==> src/rtl/data_sramlike_bridge.sv <==
// Bridges the core's single-cycle SRAM data port onto an SRAM-like req/addr_ok/data_ok bus.
// Holds one transaction at a time, stalls the pipeline while it is in flight and keeps the load data until the pipeline moves.
module data_sramlike_bridge #(
    parameter bit READ_ALIGN = 1'b1
) (
    input  logic        clk,
    input  logic        resetn,
    input  logic        data_sram_en,
    input  logic [3:0]  data_sram_wen,
    input  logic [31:0] data_sram_addr,
    input  logic [31:0] data_sram_wdata,
    output logic [31:0] data_sram_rdata,
    output logic        d_stall,
    input  logic        longest_stall,
    output logic        data_req,
    output logic        data_wr,
    output logic [1:0]  data_size,
    output logic [31:0] data_addr,
    output logic [31:0] data_wdata,
    input  logic        data_addr_ok,
    input  logic        data_data_ok,
    input  logic [31:0] data_rdata
);

    localparam logic [1:0] IDLE = 2'd0;
    localparam logic [1:0] ADDR = 2'd1;
    localparam logic [1:0] DATA = 2'd2;

    logic [1:0]  state_reg;
    logic        done_reg;
    logic [31:0] rdata_reg;
    logic        req_reg;
    logic        wr_reg;
    logic [1:0]  size_reg;
    logic [31:0] addr_reg;
    logic [31:0] wdata_reg;

    logic        start;
    logic [1:0]  size_next;
    logic [31:0] addr_next;

    assign start = (state_reg == IDLE) && data_sram_en && !done_reg;

    // Illegal multi-byte patterns fall through to a word-sized request.
    always_comb begin
        size_next = 2'd2;
        case (data_sram_wen)
            4'b0001, 4'b0010, 4'b0100, 4'b1000: size_next = 2'd0;
            4'b0011, 4'b1100:                   size_next = 2'd1;
            default:                            size_next = 2'd2;
        endcase
    end

    always_comb begin
        addr_next = data_sram_addr;
        if (READ_ALIGN && (data_sram_wen == 4'b0000)) begin
            addr_next = {data_sram_addr[31:2], 2'b00};
        end
    end

    always_ff @(posedge clk) begin
        if (!resetn) begin
            state_reg <= IDLE;
            done_reg  <= 1'b0;
            rdata_reg <= 32'd0;
            req_reg   <= 1'b0;
            wr_reg    <= 1'b0;
            size_reg  <= 2'd0;
            addr_reg  <= 32'd0;
            wdata_reg <= 32'd0;
        end else begin
            // done only lives in IDLE, so its release never races a completion.
            if (done_reg && !longest_stall) begin
                done_reg <= 1'b0;
            end
            case (state_reg)
                IDLE: begin
                    if (start) begin
                        state_reg <= ADDR;
                        req_reg   <= 1'b1;
                        wr_reg    <= |data_sram_wen;
                        size_reg  <= size_next;
                        addr_reg  <= addr_next;
                        wdata_reg <= data_sram_wdata;
                    end
                end
                ADDR: begin
                    if (data_addr_ok) begin
                        req_reg <= 1'b0;
                        if (data_data_ok) begin
                            state_reg <= IDLE;
                            done_reg  <= 1'b1;
                            if (!wr_reg) begin
                                rdata_reg <= data_rdata;
                            end
                        end else begin
                            state_reg <= DATA;
                        end
                    end
                end
                DATA: begin
                    if (data_data_ok) begin
                        state_reg <= IDLE;
                        done_reg  <= 1'b1;
                        if (!wr_reg) begin
                            rdata_reg <= data_rdata;
                        end
                    end
                end
                default: begin
                    state_reg <= IDLE;
                    req_reg   <= 1'b0;
                end
            endcase
        end
    end

    assign d_stall         = start || (state_reg == ADDR) || (state_reg == DATA);
    assign data_sram_rdata = rdata_reg;
    assign data_req        = req_reg;
    assign data_wr         = wr_reg;
    assign data_size       = size_reg;
    assign data_addr       = addr_reg;
    assign data_wdata      = wdata_reg;

endmodule

==> config.mk <==
export PLATFORM = sky130hd
export DESIGN_NAME = data_sramlike_bridge
export DESIGN_NICKNAME = d
export VERILOG_FILES = /design/src/rtl/data_sramlike_bridge.sv
export SDC_FILE = /design/constraint.sdc
export NUM_CORES = 1
export LEC_CHECK = 0
export BUFFER_PORTS_ARGS = -buffer_cell sky130_fd_sc_hd__buf_2
export CAP_MARGIN = 20
export CORE_MARGIN = 2
export CORE_UTILIZATION = 48
export DETAILED_ROUTE_END_ITERATION = 8
export MAX_ROUTING_LAYER = met4
export PLACE_DENSITY = 0.82
export SLEW_MARGIN = 5
export SYNTH_ARGS = -nofsm -noshare
export SYNTH_HDL_FRONTEND = slang
export SYNTH_SLANG_ARGS = --single-unit
==> constraint.sdc <==
create_clock -name clk -period 4.45 [get_ports clk]
set_clock_uncertainty 0.1 [all_clocks]
set_input_delay 0.89 -clock clk [delete_from_list [all_inputs] [get_ports clk]]
set_output_delay 0.89 -clock clk [all_outputs]
set_load 0.05 [all_outputs]
**Word level (Yosys, flattened, before mapping)**

Index checks and enable logic that the tools add are counted.

- Equality and inequality tests: 11
- Muxes and demuxes: 18
- Bitwise gates (word level): 1
- Reduce and logical (&&, ||, !) cells: 17

Operator list:

| kind | number |
|---|---|
| 32-bit 2-to-1 mux | 3 |
| 32-bit one-hot mux with 2 select lines | 1 |
| 2-bit 2-to-1 mux | 5 |
| 4-bit by 2-bit == test with 1-bit output (second input constant) | 2 |
| 4-bit == test (second input constant) | 2 |
| 4-bit OR reduction | 2 |
| 2-bit != test (second input constant) | 3 |
| 2-bit one-hot mux with 3 select lines | 1 |
| 3-bit AND reduction | 2 |
| 1-bit 2-to-1 mux | 5 |
| 4-bit by 1-bit == test with 1-bit output (second input constant) | 1 |
| 4-bit by 3-bit == test with 1-bit output (second input constant) | 1 |
| 4-bit zero test | 1 |
| 2-bit one-hot mux with 2 select lines | 1 |
| 2-bit AND reduction | 2 |
| 1-bit logical AND | 3 |
| 1-bit one-hot mux with 3 select lines | 1 |
| 2-bit by 1-bit == test with 1-bit output (second input constant) | 1 |
| 2-bit == test (second input constant) | 1 |
| 1-bit zero test | 2 |
| 2-bit zero test | 1 |
| 1-bit logical OR | 2 |
| 1-bit one-hot mux with 2 select lines | 1 |
| 2-bit nonzero test | 1 |
| 2 further kinds | 2 |

- Register bits: 103
- Output and inout bits: 101
- Word-level logic and storage cells: 55

**Longest topological paths before layout**

- Depth after elaboration: 6
- Gate-level depth with buffers: 7

**Worst setup path after synthesis**

Ideal clock, no wire load.

- Path type: input-to-output
- From: input data_sram_en
- To: output d_stall
- Arrival time: 1609 ps
- Data required time: 3460 ps
- Path slack: 1851 ps
- Cell stages on the path: 3
- Buffers on the path: 1
- Cell sequence: nand3b_4 clkbuf_1 nand2_1

- Word-level cells in the longest chain between the ends: 4

RTL lines:

| what | RTL line | RTL |
|---|---|---|
| start: declaration | 8 | `input logic data_sram_en,` |
| 1-bit logical AND (2 in series) | 42 | `assign start = (state_reg == IDLE) && data_sram_en && !done_reg;` |
| 1-bit logical OR (2 in series) | 118 | `assign d_stall = start \|\| (state_reg == ADDR) \|\| (state_reg == DATA);` |
| end: declaration | 13 | `output logic d_stall,` |

Every way passes these cells.

**Final worst setup path**

- From: register state_reg[1]
- To: output d_stall

- Word-level cells in the longest chain between the ends: 5

RTL lines:

| what | RTL line | RTL |
|---|---|---|
| start: declaration | 29 | `logic [1:0] state_reg;` |
| start signal: assignment | 63 | `state_reg <= IDLE;` |
| start signal: assignment | 79 | `state_reg <= ADDR;` |
| start signal: assignment | 91 | `state_reg <= IDLE;` |
| 2-bit zero test | 42 |  |
| 1-bit logical AND (2 in series) | 42 |  |
| 1-bit logical OR | 118 |  |
| 1-bit logical OR (*) | 118 |  |

Every way passes the cells marked *; elsewhere a longest branch is shown, timed or not.

==> results.sh <==
export IMPL_outcome="finished clean"
export IMPL_cts_buffers=9
export IMPL_switching_share_pct=38.7
export IMPL_start_kind="flip-flop"
export IMPL_max_freq_mhz=400
export IMPL_ios=207
export IMPL_cts_sinks=103
export IMPL_synth_seq_area_share_pct=52.7
export IMPL_slew_headroom_pct=54.7
export IMPL_max_vdd_ir_drop_mv=0.226
export IMPL_rsz0062_at_grt="no"
export IMPL_crit_buf_inv=2
export IMPL_hold_viol_final=0
export IMPL_path_class="flip-flop to output pin"
export IMPL_slowest_stage="dfxtp_1"
export IMPL_gr_total_overflow=0
export IMPL_grt_pass1_vias=3466
export IMPL_fin_crit_sh_pct=56.1
export IMPL_yosys_register_bits=103
export IMPL_route_vias_total=3734
export IMPL_arrival_ps=1510
export IMPL_fin_nets=761
export IMPL_clock_path_buffers=2
export IMPL_netlist_instances=462
export IMPL_dp_hpwl_um=7170
export IMPL_power_share_sequential_pct=44.8
export IMPL_post_route_min_period_ps=2500
export IMPL_cts_root_buf="clkbuf_8"
export IMPL_critPathMaxFanout=5
export IMPL_p_comb_share_pct=31.7
export IMPL_htree_levels=3
export IMPL_p_per_area_nw_per_um2=461
export IMPL_setup_viol=0
export IMPL_syn_cell_area_um2=3920
export IMPL_synth_nets=571
export IMPL_leakage_nw=2.46
export IMPL_drive_above_1_share_pct=35.3
export IMPL_core_um2=7810
export IMPL_clk_pin_slew_ps=100
export IMPL_die_area_um2=8890
export IMPL_routabilityCongestion=0.701
export IMPL_syn_avg_cell_area_um2=8.47
export IMPL_p_clk_share_pct=23.5
export IMPL_slew_viol_final=0
export IMPL_endpoint_kind="output pin"
export IMPL_fp_dieH_um=94.3
export IMPL_r2r_slack_ps=2550
export IMPL_initial_utilization_pct=50.1
export IMPL_synth_cell_types=33
export IMPL_drt_iter0_drc=174
export IMPL_path_cells="inv_1 -> ha_1 -> nand3b_4 -> nand2_1 -> buf_2"
export IMPL_yosys_warnings=0
export IMPL_cp_slowest_stage_delay_ps=340
export IMPL_area_growth_pct=31.0
export IMPL_hold_buffers=0
export IMPL_cts_tree="done"
export IMPL_clk_latency_ps=340
export IMPL_grt_max_degree=74
export IMPL_wl_per_cell_um=13.1
export IMPL_grt_usage_pct=21.8
export IMPL_worst_slew_pin_slew_ps=680
export IMPL_firstDrtPassIters=5
export IMPL_post_cts_buffers=0
export IMPL_post_route_drc_count=0
export IMPL_viasPerCell=4.91
export IMPL_die_w_um=94.3
export IMPL_fp_row_count=32
export IMPL_maxCapViolCount=0
export IMPL_grt_pass1_wl_um=15200
export IMPL_antenna_found_initial=1
export IMPL_wl_um=9930
export IMPL_switching_power_mw=0.916
export IMPL_required_ps=3460
export IMPL_cts_resized=0
export IMPL_p_int_mw=1.45
export IMPL_setup_tns_ps=0
export IMPL_hold_class="flip-flop to flip-flop"
export IMPL_drtAntennaViolNets=0
export IMPL_cp_top_family="buffers and inverters"
export IMPL_placement_io_buffers=206
export IMPL_p_total_mw=2.37
## cell families after synthesis
| group | synth area share, % |
|---|---|
| XOR/XNOR | 0.224 |
| buffers and inverters | 5.43 |
| multiplexers | 8.44 |
| AND/OR/NAND/NOR | 21.8 |
| AO/OA/AOI/OAI | 10.5 |
| adder cells (fa/ha/maj) | 0.959 |
| flip-flops | 52.7 |
## synthesized netlist by cell type, drive strengths merged
cell type | n | share of area (%)
nand2b | 1 | 0.16
ha | 3 | 0.96
o311ai | 1 | 0.22
a211oi | 1 | 0.19
or3 | 1 | 0.16
buf | 17 | 3.7
nand2 | 195 | 19
a21o | 1 | 0.19
dfxtp | 103 | 53
a21oi | 65 | 8.3
and3b | 1 | 0.22
o41ai | 1 | 0.22
inv | 3 | 0.29
nor2b | 2 | 0.51
xor2 | 1 | 0.22
o211ai | 1 | 0.19
nor4bb | 1 | 0.26
a31oi | 1 | 0.16
nand3 | 3 | 0.38
mux2i | 33 | 8.4
nor3 | 1 | 0.42
o31ai | 2 | 0.38
nor2 | 3 | 0.29
a221oi | 1 | 0.22
clkbuf | 15 | 1.4
o21ai | 3 | 0.38
nand3b | 2 | 0.70
## placed cells by master (no fill, tap or decap), drive strengths merged, types with 2 or more instances in the layout
master	netlist	final
o31ai	2	2
dfxtp	103	103
ha	3	3
nand2	195	195
inv	3	6
nand3	3	3
mux2i	33	33
o21ai	3	3
a21oi	65	65
nor2b	2	2
clkbuf	15	11
buf	17	211
nor2	3	3
nand3b	2	2
## through the flow
step | setup slack, ps | instances | instance area [um^2] | hold slack (ps) | utilization, %
2_1_floorplan | 1850 | 462 | 3920 | 351 | -
3_3_place_gp | 2000 | 741 | 4900 | 339 | 62.7
3_5_place_dp | 1950 | 741 | 4900 | 344 | 62.7
4_1_cts | 1920 | 757 | 5090 | 357 | 65.1
5_1_grt | 1860 | 760 | 5130 | 376 | 65.7
6_report | 1950 | 760 | 5130 | 355 | 65.7
## metal layers
metal	up-vias	track usage (%)	share of wire [%]
met2	147	37.3	49
met5	-	-	0
li1	1875	-	-
met4	0	6.40	1.4
met1	1700	23.6	41
met3	12	8.19	9.4
## cell type report
class / instances / area (um^2)
diodes: 1 / 2.50
repair buffers: 211 / 1090
clock inverters: 5 / 38.8
multi-input cells: 324 / 1640
inverters: 3 / 11.3
flip-flops and latches: 103 / 2060
fillers: 677 / 2680
well taps: 102 / 128
clock buffers: 11 / 151
## worst min-delay path, cell delays in order, from the launching register on
cell and delay [ps]:
dfxtp_1 320, nand2_1 50, a21oi_1 50
## power by group through the flow
stage                     logic, mW  registers, mW  clock network, mW
after floorplan               0.275           1.39                  0
final                         0.750           1.06              0.557
after global routing          0.804           1.07              0.613
after detailed placement      0.747           1.08                  0
after CTS                     0.748           1.06              0.577
after global placement        0.732           1.08                  0
## final timing paths
| check | start | to | cells after the start |
|---|---|---|---|
| worst max register to register | state_reg[0] | data_wdata[27] | 6 |
| worst min-delay path | data_addr[18] | data_addr[18] | 2 |
| worst max-delay path | state_reg[1] | d_stall | 5 |
| worst min register to register | data_addr[18] | data_addr[18] | 2 |
No activity file was read; power rests on OpenSTA's default activity.
